$ cat src/rtl/shk_pkg.sv
// Shared shake-bus definitions: sync-word field positions, opcodes, status codes and the
// slave FSM state encoding.
package shk_pkg;

    localparam int unsigned SHK_SEL_LSB  = 0;
    localparam int unsigned SHK_SEL_MSB  = 7;
    localparam int unsigned SHK_OP_LSB   = 8;
    localparam int unsigned SHK_OP_MSB   = 9;
    localparam int unsigned SHK_ADDR_LSB = 10;
    localparam int unsigned SHK_ADDR_MSB = 15;
    localparam int unsigned SHK_ADDR_W   = 6;

    localparam logic [1:0] SHK_OP_NOP   = 2'b00;
    localparam logic [1:0] SHK_OP_WRITE = 2'b01;
    localparam logic [1:0] SHK_OP_READ  = 2'b10;
    localparam logic [1:0] SHK_OP_ILL   = 2'b11;

    localparam logic [1:0] SHK_ST_OK       = 2'b00;
    localparam logic [1:0] SHK_ST_BAD_ADDR = 2'b01;
    localparam logic [1:0] SHK_ST_BAD_OP   = 2'b10;

    typedef enum logic [1:0] {
        StIdle,
        StExec,
        StAck,
        StWaitLow
    } shk_state_e;

endpackage

$ cat src/rtl/shk_slv_decode.sv
// Combinational decode of a shake sync word: select hit, address, and the action/status the
// slave register bank should take.
module shk_slv_decode
    import shk_pkg::*;
#(
    parameter int unsigned WD_SHK_SYNC = 16,
    parameter int unsigned P_SLV_ID    = 0,
    parameter int unsigned P_NUM_REG   = 8
) (
    input  logic [WD_SHK_SYNC-1:0] smosi_i,
    output logic                   hit_o,
    output logic [7:0]             sel_o,
    output logic [SHK_ADDR_W-1:0]  addr_o,
    output logic [1:0]             status_o,
    output logic                   wr_reg_o,
    output logic                   rd_reg_o,
    output logic                   rd_sts_o
);

    localparam logic [SHK_ADDR_W-1:0] STS_ADDR = SHK_ADDR_W'(P_NUM_REG);

    logic [1:0] op;

    assign hit_o  = smosi_i[P_SLV_ID];
    assign sel_o  = smosi_i[SHK_SEL_MSB:SHK_SEL_LSB];
    assign op     = smosi_i[SHK_OP_MSB:SHK_OP_LSB];
    assign addr_o = smosi_i[SHK_ADDR_MSB:SHK_ADDR_LSB];

    always_comb begin
        status_o = SHK_ST_OK;
        wr_reg_o = 1'b0;
        rd_reg_o = 1'b0;
        rd_sts_o = 1'b0;
        case (op)
            SHK_OP_NOP: begin
            end
            SHK_OP_WRITE: begin
                // The status word is read-only, so writing it is an address error.
                if (addr_o < STS_ADDR) begin
                    wr_reg_o = 1'b1;
                end else begin
                    status_o = SHK_ST_BAD_ADDR;
                end
            end
            SHK_OP_READ: begin
                if (addr_o < STS_ADDR) begin
                    rd_reg_o = 1'b1;
                end else if (addr_o == STS_ADDR) begin
                    rd_sts_o = 1'b1;
                end else begin
                    status_o = SHK_ST_BAD_ADDR;
                end
            end
            default: status_o = SHK_ST_BAD_OP;
        endcase
    end

endmodule

$ cat src/rtl/shk_slave_regs.sv
// Shake-bus slave endpoint: decodes a request addressed to this slave, accesses a small register
// bank, and answers with a one-cycle wready plus status and read data.
module shk_slave_regs
    import shk_pkg::*;
#(
    parameter int unsigned WD_SHK_SYNC = 16,
    parameter int unsigned WD_SHK_DLAY = 15,
    parameter int unsigned P_SLV_ID    = 0,
    parameter int unsigned P_NUM_REG   = 8
) (
    input  logic                             i_sys_clk,
    input  logic                             i_sys_resetn,
    input  logic                             s_shk_wvalid,
    input  logic [WD_SHK_SYNC-1:0]           s_shk_smosi,
    input  logic [WD_SHK_DLAY-1:0]           s_shk_dmosi,
    output logic                             s_shk_wready,
    output logic [WD_SHK_SYNC-1:0]           s_shk_smiso,
    output logic [WD_SHK_DLAY-1:0]           s_shk_dmiso,
    input  logic [WD_SHK_DLAY-1:0]           i_sts,
    output logic [P_NUM_REG*WD_SHK_DLAY-1:0] o_reg_bus,
    output logic [P_NUM_REG-1:0]             o_reg_wstb
);

    shk_state_e state_q, state_d;

    logic                  dec_hit;
    logic [7:0]            dec_sel;
    logic [SHK_ADDR_W-1:0] dec_addr;
    logic [1:0]            dec_status;
    logic                  dec_wr_reg;
    logic                  dec_rd_reg;
    logic                  dec_rd_sts;

    logic [7:0]             req_sel_q;
    logic [SHK_ADDR_W-1:0]  req_addr_q;
    logic [1:0]             req_status_q;
    logic                   req_wr_reg_q;
    logic                   req_rd_reg_q;
    logic                   req_rd_sts_q;
    logic [WD_SHK_DLAY-1:0] req_data_q;

    logic [WD_SHK_DLAY-1:0] reg_q [P_NUM_REG];
    logic [P_NUM_REG-1:0]   wstb;
    logic [WD_SHK_DLAY-1:0] rd_data;
    logic [WD_SHK_SYNC-1:0] smiso_d;
    logic [WD_SHK_SYNC-1:0] smiso_q;
    logic [WD_SHK_DLAY-1:0] dmiso_q;
    logic                   accept;

    shk_slv_decode #(
        .WD_SHK_SYNC (WD_SHK_SYNC),
        .P_SLV_ID    (P_SLV_ID),
        .P_NUM_REG   (P_NUM_REG)
    ) u_decode (
        .smosi_i  (s_shk_smosi),
        .hit_o    (dec_hit),
        .sel_o    (dec_sel),
        .addr_o   (dec_addr),
        .status_o (dec_status),
        .wr_reg_o (dec_wr_reg),
        .rd_reg_o (dec_rd_reg),
        .rd_sts_o (dec_rd_sts)
    );

    assign accept = (state_q == StIdle) && s_shk_wvalid && dec_hit;

    always_comb begin
        state_d = state_q;
        case (state_q)
            StIdle:    if (accept) state_d = StExec;
            StExec:    state_d = StAck;
            StAck:     state_d = StWaitLow;
            StWaitLow: if (!s_shk_wvalid) state_d = StIdle;
            default:   state_d = StIdle;
        endcase
    end

    always_ff @(posedge i_sys_clk or negedge i_sys_resetn) begin
        if (!i_sys_resetn) begin
            state_q <= StIdle;
        end else begin
            state_q <= state_d;
        end
    end

    // Request is latched on accept so an early wvalid drop cannot corrupt EXEC.
    always_ff @(posedge i_sys_clk or negedge i_sys_resetn) begin
        if (!i_sys_resetn) begin
            req_sel_q    <= '0;
            req_addr_q   <= '0;
            req_status_q <= SHK_ST_OK;
            req_wr_reg_q <= 1'b0;
            req_rd_reg_q <= 1'b0;
            req_rd_sts_q <= 1'b0;
            req_data_q   <= '0;
        end else if (accept) begin
            req_sel_q    <= dec_sel;
            req_addr_q   <= dec_addr;
            req_status_q <= dec_status;
            req_wr_reg_q <= dec_wr_reg;
            req_rd_reg_q <= dec_rd_reg;
            req_rd_sts_q <= dec_rd_sts;
            req_data_q   <= s_shk_dmosi;
        end
    end

    always_comb begin
        wstb = '0;
        for (int unsigned k = 0; k < P_NUM_REG; k++) begin
            wstb[k] = (state_q == StExec) && req_wr_reg_q && (req_addr_q == SHK_ADDR_W'(k));
        end
    end

    always_ff @(posedge i_sys_clk or negedge i_sys_resetn) begin
        if (!i_sys_resetn) begin
            for (int unsigned k = 0; k < P_NUM_REG; k++) begin
                reg_q[k] <= '0;
            end
        end else begin
            for (int unsigned k = 0; k < P_NUM_REG; k++) begin
                if (wstb[k]) begin
                    reg_q[k] <= req_data_q;
                end
            end
        end
    end

    always_comb begin
        rd_data = '0;
        if (req_rd_sts_q) begin
            rd_data = i_sts;
        end
        for (int unsigned k = 0; k < P_NUM_REG; k++) begin
            if (req_rd_reg_q && (req_addr_q == SHK_ADDR_W'(k))) begin
                rd_data = reg_q[k];
            end
        end
        smiso_d = '0;
        smiso_d[SHK_SEL_MSB:SHK_SEL_LSB] = req_sel_q;
        smiso_d[SHK_OP_MSB:SHK_OP_LSB]   = req_status_q;
    end

    always_ff @(posedge i_sys_clk or negedge i_sys_resetn) begin
        if (!i_sys_resetn) begin
            smiso_q <= '0;
            dmiso_q <= '0;
        end else if (state_q == StExec) begin
            smiso_q <= smiso_d;
            dmiso_q <= rd_data;
        end else if ((state_q == StWaitLow) && !s_shk_wvalid) begin
            smiso_q <= '0;
            dmiso_q <= '0;
        end
    end

    always_comb begin
        o_reg_bus = '0;
        for (int unsigned k = 0; k < P_NUM_REG; k++) begin
            o_reg_bus[k*WD_SHK_DLAY +: WD_SHK_DLAY] = reg_q[k];
        end
    end

    assign s_shk_wready = (state_q == StAck);
    assign s_shk_smiso  = smiso_q;
    assign s_shk_dmiso  = dmiso_q;
    assign o_reg_wstb   = wstb;

endmodule

$ cat config.mk
export PLATFORM = sky130hd
export DESIGN_NAME = shk_slave_regs
export DESIGN_NICKNAME = d
export VERILOG_FILES = /design/src/rtl/shk_pkg.sv /design/src/rtl/shk_slv_decode.sv /design/src/rtl/shk_slave_regs.sv
export SDC_FILE = /design/constraint.sdc
export NUM_CORES = 1
export LEC_CHECK = 0
export CELL_PAD_IN_SITES_DETAIL_PLACEMENT = 0
export CELL_PAD_IN_SITES_GLOBAL_PLACEMENT = 1
export CORE_AREA = 2 2 170 172
export DETAILED_ROUTE_END_ITERATION = 10
export DIE_AREA = 0 0 172 174
export PLACE_DENSITY = 0.75
export SLEW_MARGIN = 20
export SYNTH_ARGS = -nofsm -noshare
export SYNTH_HDL_FRONTEND = slang
export SYNTH_SLANG_ARGS = --single-unit
$ cat constraint.sdc
create_clock -name i_sys_clk -period 2.1 [get_ports i_sys_clk]
set_input_delay 0.63 -clock i_sys_clk [delete_from_list [all_inputs] [get_ports i_sys_clk]]
set_output_delay 0.63 -clock i_sys_clk [all_outputs]
set_load 0.02 [all_outputs]
* After elaboration in Yosys (flattened, before gate mapping) *
Index checks and enable logic that the tools add are counted.

storage, ports and cells
  bits in registers = 187
  word-level logic and storage cells = 86

cells by class
  magnitude comparators = 1
  equality and inequality tests = 15
  multiplexer cells = 26
  reduce and logical (&&, ||, !) cells = 26

operator list
  kind                                                         count
  2-to-1 mux 15 bit                                            11
  2-to-1 mux 16 bit                                            2
  == test 6 x 3 -> 1 bit (second input constant)               4
  logical AND 1 bit                                            20
  == test 6 x 2 -> 1 bit (second input constant)               2
  2-to-1 mux 1 bit                                             8
  one-hot mux 2 bit (4 select lines)                           1
  == test 2 bit (second input constant)                        3
  == test 6 x 1 -> 1 bit (second input constant)               1
  == test 6 x 4 -> 1 bit (second input constant)               1
  zero test 6 bit                                              1
  less-than comparator 6 x 4 -> 1 bit (second input constant)  1
  2-to-1 mux 2 bit                                             3
  one-hot mux 2 bit (3 select lines)                           1
  == test 2 x 1 -> 1 bit (second input constant)               2
  zero test 2 bit                                              2
  inequality test 2 bit (second input constant)                2
  AND reduction 2 bit                                          1
  nonzero test 2 bit                                           1
  zero test 1 bit                                              1

* Logic depth before layout (Yosys ltp) *
Gate-level depths: netlist (run 1).

  depth in word-level cells = 11
  mapped depth = 8

* Cells and area by module *
From an unflattened synthesis (run 1), not the netlist that was laid out.

unflattened totals
  cells, all modules = 687
  area total of the unflattened synthesis = 8,398.1 um^2

modules (own cells, without submodules)
  module          instances  cells each  area each (um^2)
  shk_slave_regs  1          661         8,207.9
  shk_slv_decode  1          26          190.2

* Worst setup path before layout (run 1) *
No wires, ideal clock.

  kind = flip-flop to output port
  from = register state_q[1]
  to = output port o_reg_wstb[1]
  arrival = 1,614 ps
  path slack = -144 ps
  cell stages (with the launch flop) = 9
  buffers on the path = 3
  cells stage by stage = dfrtp_1 -> inv_1 -> ha_1 -> buf_2 -> nand4_1 -> nand2b_1 -> buf_2 -> buf_6 -> inv_1

on the way
  longest elaborated chain between the ends = 3

RTL lines
  what                             RTL line               text
  from (decl)                      shk_slave_regs.sv:24   shk_state_e state_q, state_d;
  from (signal assigned)           shk_slave_regs.sv:80   state_q <= StIdle;
  from (signal assigned)           shk_slave_regs.sv:82   state_q <= state_d;
  == test 2 x 1 -> 1 bit           shk_slave_regs.sv:110  wstb[k] = (state_q == StExec) && req_wr_reg_q && (req_addr_q == SHK_ADDR_W'(k));
  logical AND 1 bit (2 in series)  shk_slave_regs.sv:110
  to (decl)                        shk_slave_regs.sv:21   output logic [P_NUM_REG-1:0] o_reg_wstb

No other way between the ends.

* Worst setup path in the final report (run 1) *
  from = register req_addr_q[4]
  to = output port o_reg_wstb[0]

on the way
  longest elaborated chain between the ends = 2

RTL lines
  what                    RTL line               text
  from (decl)             shk_slave_regs.sv:35   logic [SHK_ADDR_W-1:0] req_addr_q;
  from (signal assigned)  shk_slave_regs.sv:98   req_addr_q <= dec_addr;
  zero test 6 bit         shk_slave_regs.sv:110
  logical AND 1 bit       shk_slave_regs.sv:110

No other way between the ends.

==> results of run 1 <==
-- registers in the layout, indices dropped and copies added (netlist names) --
signal,flops
state_q,2
req_rd_reg_q,1
req_status_q,2
s_shk_dmiso,15
req_rd_sts_q,1
o_reg_bus,120
req_wr_reg_q,1
req_data_q,15
s_shk_smiso,10
req_sel_q,8
req_addr_q,6
-- path summary, 6_finish.rpt --
| path | to | depth (start not counted) |
|---|---|---|
| max | o_reg_wstb[0] | 5 |
| min | s_shk_smiso[2]$_DFFE_PN0P_ | 1 |
| max reg2reg | s_shk_dmiso[14]$_DFFE_PN0P_ | 10 |
| min reg2reg | req_sel_q[0]$_DFFE_PN0P_ | 1 |
| max in group asynchronous | req_addr_q[1]$_DFFE_PN0P_ | 2 |
| min in group i_sys_clk | req_sel_q[0]$_DFFE_PN0P_ | 1 |
-- what timing repair did --
item,4_1_cts,5_1_grt
pin swaps,9,9
resized for setup,89,104
setup buffers,3,0
hold buffers,0,0
endpoints found under the setup margin,43,110
gates cloned,1,1
-- final cells by class --
class / count / area (µm²) / area share
clock buffer: 21 / 480 / 0.0393
clock inverter: 11 / 136 / 0.0112
multi-input combinational: 439 / 3640 / 0.298
antenna: 1 / 2.50 / 0.000205
sequential: 181 / 4530 / 0.371
inverter: 10 / 45.0 / 0.00368
tap: 384 / 480 / 0.0393
timing repair buffer: 272 / 2910 / 0.238
-- stage by stage --
step / instances / setup TNS (ps) / power [mW] / cell area [µm²]
after floorplan: 682 / -154 / 6.50 / 8350
after global placement: 1284 / -3420 / 8.36 / 11200
after detailed placement: 1284 / -3650 / 8.45 / 11200
after CTS: 1320 / -2690 / 11.9 / 11900
after global routing: 1318 / -3730 / 12.5 / 12200
final: 1319 / -2150 / 11.8 / 12200
-- routing by layer --
metal,routed length (µm),vias to the layer above,part of all wire
li1,-,2913,-
met1,12900,3289,0.46
met2,13300,183,0.47
met3,1610,17,0.057
met4,419,0,0.015
met5,0,-,0
-- placed cells by master, fill, tap and decap left out, drive strengths merged, types with 3 or more instances in the layout --
cell | Yosys | final
o22ai | 15 | 15
dlygate4sd2 | 0 | 22
a22o | 11 | 11
buf | 27 | 78
clkbuf | 25 | 22
nand2b | 18 | 18
mux2i | 21 | 21
clkdlybuf4s50 | 0 | 97
a21oi | 20 | 20
o21ai | 47 | 47
conb | 1 | 6
or3 | 13 | 13
nor2b | 3 | 3
a22oi | 15 | 15
dfrtp | 181 | 181
nand2 | 54 | 54
nor2 | 20 | 20
nor3 | 4 | 4
clkinv | 1 | 6
mux2 | 148 | 148
inv | 9 | 13
dlymetal6s2s | 0 | 73
ha | 5 | 5
a2bb2oi | 14 | 14
a31oi | 12 | 12
-- cells by family (layout without fill, tap and decap cells) --
kind of cell,count (synthesis),count (layout),share of synthesized area
adders and majority gates,5,5,0.00756
AOI/OAI and AO/OA,137,137,0.104
muxes,169,169,0.227
other,1,7,0.000453
and+or+nand+nor,122,122,0.0748
DFF,181,181,0.547
buffers and inverters,62,314,0.0392
-- report_power, final --
| part | internal [mW] | switching [mW] |
|---|---|---|
| Combinational | 1.75 | 1.95 |
| Clock | 1.91 | 1.43 |
| Sequential | 3.98 | 0.799 |
==> results by group, run 1 <==
Run status
  • Outcome: finished with violations
  • Failing checks: setup timing

STA
  • Final setup fails: 8
  • Slew Limit Fails: 0
  • Final Hold Viols: 0
  • Worst Skew: 11.9 ps
  • Final Cycle Share: 1.17
  • Relative slew slack: 0.494
  • Period minus WS final: 2450 ps
  • Final worst-path setup slack: -350 ps
  • RSZ-0062 raised after global routing: true
  • Worst Tran Pin Value: 760 ps
  • FMAX: 408 MHz
  • Hold Slack: 55.6 ps

Placement
  • HPWL after detailed placement: 20200 µm
  • Gp weighted congestion: 0.805
  • Pre-CTS setup slack: -461 ps
  • Port bufs: 202

Global route
  • Vias in the first global route: 6531
  • Largest net degree at the start of global routing: 62
  • GR Layer Usage met2: 0.298
  • Antenna violations before repair: 1
  • Gr usage total: 0.191
  • Global route hottest layer: met2
  • Global-route wire length before repair: 42200 µm
  • Grt met1 use: 0.273
  • GR Overflow Total: 0
  • Met3 usage: 0.0369

Synthesis
  • Area share of the leading cell type in the synthesized netlist: 0.547
  • Number of synthesized flops with an enable pin: 0
  • Commonest cells post-synth: 181 x dfrtp_1, 148 x mux2_2, 54 x nand2_1, 45 x o21ai_0, 25 x clkbuf_1
  • Post-synth top area cell: dfrtp_1
  • Synth Cell Area: 8280 µm²
  • Ys async rst share: 1.00
  • Library cells used by synthesis: 39
  • Synth top area cells: dfrtp_1 55%, mux2_2 20%, o21ai_0 2.7%
  • Post-synthesis cell count: 677
  • Synth Area per Inst: 12.2 µm²
  • Yosys reg bits: 181
  • YS warnings: 0
  • Post-synthesis sequential area ratio: 0.547
  • Top FF cell, synth: dfrtp_1
  • Top-count cell post-synth: dfrtp_1

Critical path
  • R2r setup slk: 30 ps
  • Slowest CP cell: dfrtp_1
  • Critical Path Max Stage Delay: 410 ps
  • CP Capture Type: output pin
  • CP startpoint: req_addr_q[4]$_DFFE_PN0P_
  • Delay-heaviest family, CP: simple AND/OR/NAND/NOR gates
  • Startpoint Class: flip-flop
  • Setup CP Type: flip-flop to output pin
  • R2r startpoint: req_addr_q[4]$_DFFE_PN0P_
  • CP bufs+invs: 2
  • Worst path cell trace: nor3_4 > nand4_4 > or3_4 > inv_2 > buf_6
  • Req. time, crit path: 1470 ps
  • Arr. time, crit path: 1820 ps
  • Worst-path fanout max: 4

Power
  • Leak pwr: 6.94 nW
  • Power Density: 968 nW/µm²
  • Max VDD drop: 0.565 mV

Route
  • Via Count: 6402
  • Post-route DRC violation count: 0
  • Post-Route WL: 28200 µm
  • Vias per Instance: 4.85
  • Routed Antenna Nets: 0
  • Per-cell routed wire length: 21.4 µm
  • Drt pass-1 iters: 4
  • 1st-iter DRT viols: 455

Clock tree
  • CTS Sinks: 181
  • CTS tree: built
  • Clk pin slew, worst setup/hold paths: 70 ps
  • Cts bufs inserted: 17
  • Htree depth: 4
  • Skew-Pair Late Insertion Delay: 430 ps
  • Clock root cell: clkbuf_16
  • Max Root-Sink Buffers: 2

Final layout
  • Share of cells above drive strength 1: 0.320
  • Nets: 975
  • Final Util: 0.433
  • Area grow syn2layout: 47.7%
  • FILL cells: 2654

Die
  • IO Pins: 209
  • Die width: 172 µm
  • Die Y: 174 µm
  • Initial Utilization: 0.293
  • FP Rows: 62
  • Core Footprint: 28200 µm²
  • Die area: 29900 µm²

Hold path
  • Worst min path class: input pin to async pin

Run
  • Max_cap viols: 0
Power figures use the tool's default switching activity.
==> run 2, diff against run 1 <==
SKIP_LAST_GASP = 1   (was unset)
==> results by group, run 2 (synthesized netlist as in run 1, its figures left out) <==
Critical path
  • Setup CP Type: flip-flop to output pin
  • Startpoint Class: flip-flop
  • Arr. time, crit path: 1820 ps (about the same)
  • Req. time, crit path: 1470 ps (about the same)
  • CP Capture Type: output pin
  • Worst-path fanout max: 4 (unchanged)

Global route
  • Antenna violations before repair: 1 (unchanged)
  • Largest net degree at the start of global routing: 62 (unchanged)
  • Global-route wire length before repair: 42200 µm (about the same)
  • GR Overflow Total: 0 (unchanged)
  • Vias in the first global route: 6534 (+0.046%)
  • Gr usage total: 0.191 (about the same)

Clock tree
  • # hold bufs at CTS: 0 (unchanged)
  • CTS Sinks: 181 (unchanged)
  • Skew-Pair Late Insertion Delay: 430 ps (about the same)
  • Cts bufs inserted: 17 (unchanged)
  • Htree depth: 4 (unchanged)
  • Clock root cell: clkbuf_16
  • Max Root-Sink Buffers: 2 (unchanged)
  • Clk pin slew, worst setup/hold paths: 70 ps (about the same)
  • CTS tree: built

Run
  • Max_cap viols: 0 (unchanged)

Final layout
  • Final Util: 0.433 (unchanged)
  • Nets: 975 (unchanged)
  • Most common cell after layout, fill and taps aside: dfrtp_1
  • Max reg flops: 120 (unchanged)
  • Commonest non-fill, non-tap cells in the layout: 179 x dfrtp_1, 148 x mux2_2, 97 x clkdlybuf4s50_1, 73 x dlymetal6s2s_1, 52 x nand2_1
  • Share of cells above drive strength 1: 0.320 (unchanged)
  • Area grow syn2layout: 47.7% (unchanged)

Route
  • Drt pass-1 iters: 4 (unchanged)
  • Per-cell routed wire length: 21.4 µm (+0.23%)
  • Post-Route WL: 28300 µm (+0.23%)
  • Post-route DRC violation count: 0 (unchanged)
  • Vias per Instance: 4.89 (+0.69%)
  • 1st-iter DRT viols: 435 (-4.4%)
  • Routed Antenna Nets: 0 (unchanged)
  • Via Count: 6446 (+0.69%)

STA
  • Worst Tran Pin Value: 764 ps (+4.60 ps)
  • Relative slew slack: 0.491 (-0.00306)
  • RSZ-0062 raised after global routing: true
  • Final Hold Viols: 0 (unchanged)
  • Final Cycle Share: 1.17 (about the same)
  • Final setup fails: 8 (unchanged)
  • Period minus WS final: 2450 ps (-1.79 ps)
  • FMAX: 408 MHz (about the same)
  • Slew Limit Fails: 0 (unchanged)
  • Final worst-path setup slack: -348 ps (+1.79 ps)
  • Worst Skew: 14.9 ps (+3.04 ps)

Placement
  • Gp weighted congestion: 0.805 (unchanged)
  • Port bufs: 202 (unchanged)
  • HPWL after detailed placement: 20200 µm (unchanged)
  • Pre-CTS setup slack: -461 ps (unchanged)

Die
  • Die Y: 174 µm (unchanged)
  • IO Pins: 209 (unchanged)
  • Core Footprint: 28200 µm² (unchanged)
  • FP Rows: 62 (unchanged)
  • Die width: 172 µm (unchanged)
  • Die area: 29900 µm² (unchanged)
  • Initial Utilization: 0.293 (unchanged)

Power
  • Total power draw: 11.8 mW (about the same)
  • Max VDD drop: 0.565 mV (about the same)
  • Leak pwr: 6.94 nW (about the same)
  • Power Density: 968 nW/µm² (about the same)

Run status
  • Outcome: finished with violations
  • Failing checks: setup timing

Hold path
  • Worst min path class: input pin to async pin
-- run 2: metal layers --
metal	track usage	vias to the layer above	routed length, µm
met1	0.273	3327	13100
li1	-	2912	-
met2	0.298	187	13300
met5	0	-	0
met3	0.0369	20	1360
met4	0.0452	0	451
-- run 2: power by group --
| group | switching (mW) | internal (mW) | leakage (nW) |
|---|---|---|---|
| combinational | 1.95 | 1.75 | 4.18 |
| sequential | 0.805 | 3.98 | 2.45 |
| clock | 1.43 | 1.91 | 0.308 |
| total | 4.19 | 7.65 | 6.94 |
-- run 2: per-stage QoR --
step | hold slack (ps) | instances | setup TNS (ps) | area (µm²)
4_1_cts | 36.1 | 1320 | -2800 | 11900
2_1_floorplan | 334 | 682 | -154 | 8350
3_3_place_gp | 452 | 1284 | -3420 | 11200
3_5_place_dp | 462 | 1284 | -3650 | 11200
6_report | 57.0 | 1319 | -2140 | 12200
5_1_grt | 42.5 | 1318 | -3710 | 12200
-- run 2: what timing repair did --
item                                    in CTS  in global routing
cloned                                       1                  1
pin swaps                                    8                  9
resized for setup                           85                108
endpoints found under the setup margin      43                123
buffers inserted                             3                  0
-- run 2: worst paths after layout --
| check | startpoint | endpoint | slack [ps] | depth (start not counted) |
|---|---|---|---|---|
| max | req_addr_q[4]$_DFFE_PN0P_ | o_reg_wstb[0] | -350 | 5 |
| max reg2reg | req_addr_q[4]$_DFFE_PN0P_ | s_shk_dmiso[5]$_DFFE_PN0P_ | 10 | 8 |
| min reg2reg | req_sel_q[0]$_DFFE_PN0P_ | req_sel_q[0]$_DFFE_PN0P_ | 490 | 1 |
| min | i_sys_resetn | s_shk_smiso[2]$_DFFE_PN0P_ | 60 | 1 |
| max in group asynchronous | i_sys_resetn | req_addr_q[1]$_DFFE_PN0P_ | 1440 | 2 |
| min in group i_sys_clk | req_sel_q[0]$_DFFE_PN0P_ | req_sel_q[0]$_DFFE_PN0P_ | 490 | 1 |
-- run 2: final cells by class --
class | instances | area (µm²)
flip-flops and latches | 181 | 4530
clock buffers | 21 | 480
fillers | 2656 | 16000
repair buffers | 272 | 2910
clock inverters | 11 | 136
well taps | 384 | 480
multi-input cells | 439 | 3640
inverters | 10 | 45.0
diodes | 1 | 2.50
-- run 2: critical path: stages, from the launching register on --
cell and delay (ps):
dfrtp_1 410, nor3_4 270, nand4_4 180, or3_4 370, inv_2 70, buf_6 110
==> run 3, diff against run 2 <==
ABC_CLOCK_PERIOD_IN_PS = 2100   (was unset)
DONT_BUFFER_PORTS = 1   (was unset)
PLACE_DENSITY = 0.62   (was 0.75)
==> results by group, run 3 (synthesized netlist as in run 1, its figures left out) <==
STA
  • Hold Slack: -116 ps (-173 ps)
  • Final worst-path setup slack: -392 ps (-43.6 ps)
  • Relative slew slack: 0.413 (-0.0771)
  • FMAX: 401 MHz (-1.8%)
  • Final Hold Viols: 181 (+181)
  • Worst Tran Pin Value: 880 ps (+116 ps)
  • Final Cycle Share: 1.19 (+0.0208)
  • Final setup fails: 12 (+4)
  • RSZ-0062 raised after global routing: true
  • Worst Skew: 10.6 ps (-4.39 ps)
  • Slew Limit Fails: 0 (unchanged)
  • Fin Setup TNS: -2710 ps (-566 ps)
  • Period minus WS final: 2490 ps (+43.6 ps)

Route
  • Drt pass-1 iters: 4 (unchanged)
  • Via Count: 5532 (-14%)
  • Post-Route WL: 27600 µm (-2.3%)
  • Vias per Instance: 5.00 (+2.3%)
  • Routed Antenna Nets: 0 (unchanged)
  • 1st-iter DRT viols: 343 (-21%)
  • Post-route DRC violation count: 0 (unchanged)
  • Per-cell routed wire length: 25.0 µm (+16%)

Die
  • Die area: 29900 µm² (unchanged)
  • IO Pins: 209 (unchanged)
  • Core Footprint: 28200 µm² (unchanged)
  • FP Rows: 62 (unchanged)
  • Die Y: 174 µm (unchanged)
  • Die width: 172 µm (unchanged)
  • Initial Utilization: 0.293 (unchanged)

Power
  • Total power draw: 11.1 mW (-6.6%)
  • Power Density: 1110 nW/µm² (+15%)
  • Max VDD drop: 0.467 mV (-17%)
  • Leak pwr: 4.64 nW (-33%)

Critical path
  • Reg2Reg Depth: 6 (-2)
  • Arr. time, crit path: 1860 ps (+40 ps)
  • R2r startpoint: req_addr_q[1]$_DFFE_PN0P_
  • Worst-path fanout max: 7 (+3)
  • Critical Path Max Stage Delay: 410 ps (about the same)
  • FF-to-FF End: s_shk_dmiso[2]$_DFFE_PN0P_
  • Slowest CP cell: dfrtp_1
  • Req. time, crit path: 1470 ps (about the same)
  • CP startpoint: req_addr_q[4]$_DFFE_PN0P_
  • R2r setup slk: -50 ps (-60 ps)
  • Worst path cell trace: nor3_4 > nand4_1 > buf_4 > buf_6 > nor2_4 > buf_12
  • Setup CP Type: flip-flop to output pin
  • Startpoint Class: flip-flop
  • CP Capture Type: output pin
  • Worst Setup EP: o_reg_wstb[5]

Global route
  • Largest net degree at the start of global routing: 182 (+190%)
  • Gr usage total: 0.188 (-0.00285)
  • Antenna violations before repair: 0 (-1)
  • GR Overflow Total: 0 (unchanged)
  • Global-route wire length before repair: 40400 µm (-4.3%)
  • Vias in the first global route: 5694 (-13%)

Placement
  • Port bufs: 0 (-100%)
  • HPWL after detailed placement: 19000 µm (-5.8%)
  • Gp weighted congestion: 0.829 (+3.0%)

Clock tree
  • CTS Sinks: 181 (unchanged)
  • Htree depth: 4 (unchanged)
  • Clk pin slew, worst setup/hold paths: 70 ps (about the same)
  • CTS tree: built
  • Max Root-Sink Buffers: 2 (unchanged)
  • Clock root cell: clkbuf_16
  • Skew-Pair Late Insertion Delay: 440 ps (about the same)
  • Cts bufs inserted: 17 (unchanged)

Final layout
  • Max reg flops: 120 (unchanged)
  • Most common cell after layout, fill and taps aside: dfrtp_1
  • Commonest non-fill, non-tap cells in the layout: 178 x dfrtp_1, 145 x mux2_2, 53 x nand2_1, 43 x o21ai_0, 38 x buf_4
  • Nets: 762 (-22%)
  • Final Util: 0.351 (-0.0818)
  • Area grow syn2layout: 19.8%
  • Share of cells above drive strength 1: 0.368 (+0.0474)

Run status
  • Failing checks: hold timing, setup timing
  • Outcome: finished with violations

Hold path
  • Worst min path class: input pin to async pin

Run
  • Max_cap viols: 0 (unchanged)
-- run 3: metal layers --
layer / vias up / part of all wire / global-route usage
met5: - / 0 / 0
met4: 0 / 0.024 / 0.0634
met3: 28 / 0.078 / 0.0656
met2: 165 / 0.46 / 0.291
met1: 2859 / 0.43 / 0.245
li1: 2480 / - / -
-- run 3: final cells by class --
class                   instances  area [µm²]
well taps                     384         480
flip-flops and latches        181        4530
clock buffers                  21         450
inverters                      10        50.0
clock inverters                11         149
multi-input cells             439        3560
diodes                          1        2.50
repair buffers                 59         686
fillers                      2868       18300
-- run 3: where the power goes --
group | internal (mW) | switching, mW
combinational | 1.17 | 1.48
sequential | 3.98 | 1.09
clock | 1.91 | 1.42
-- run 3: repair_timing --
item / in CTS / in global routing
setup endpoints to repair: 9 / 52
setup buffers: 11 / 2
cloned: 5 / 1
pin swaps: 10 / 5
gates resized for setup: 16 / 16
hold endpoints to repair: 181 / 181
-- run 3: worst min-delay path by stage --
stage	startpoint	endpoint	slack, ps	cells past startpoint
floorplan	i_sys_resetn	o_reg_bus[0]$_DFFE_PN0P_	330	0
global placement	i_sys_resetn	req_sel_q[3]$_DFFE_PN0P_	340	0
detailed placement	i_sys_resetn	s_shk_smiso[2]$_DFFE_PN0P_	340	0
CTS	i_sys_resetn	req_data_q[1]$_DFFE_PN0P_	-140	0
global route	i_sys_resetn	s_shk_smiso[2]$_DFFE_PN0P_	-150	0
finish	i_sys_resetn	req_sel_q[3]$_DFFE_PN0P_	-120	0
-- run 3: worst max-delay path, delay by kind of cell, from the launching register on --
kind	cells	cell delay (ps)
buffers and inverters	3	460
AND/OR/NAND/NOR	3	550
flip-flops	1	410
-- run 3: metrics by stage --
stage / hold WS, ps / std cells / worst slack [ps] / area [µm²]
6_report: -116 / 1106 / -392 / 9910
5_1_grt: -145 / 1105 / -498 / 9910
4_1_cts: -141 / 1104 / -415 / 9890
3_5_place_dp: 337 / 1056 / 8.11 / 8960
3_3_place_gp: 338 / 1056 / -1.38 / 8960
2_1_floorplan: 334 / 682 / -56.5 / 8350
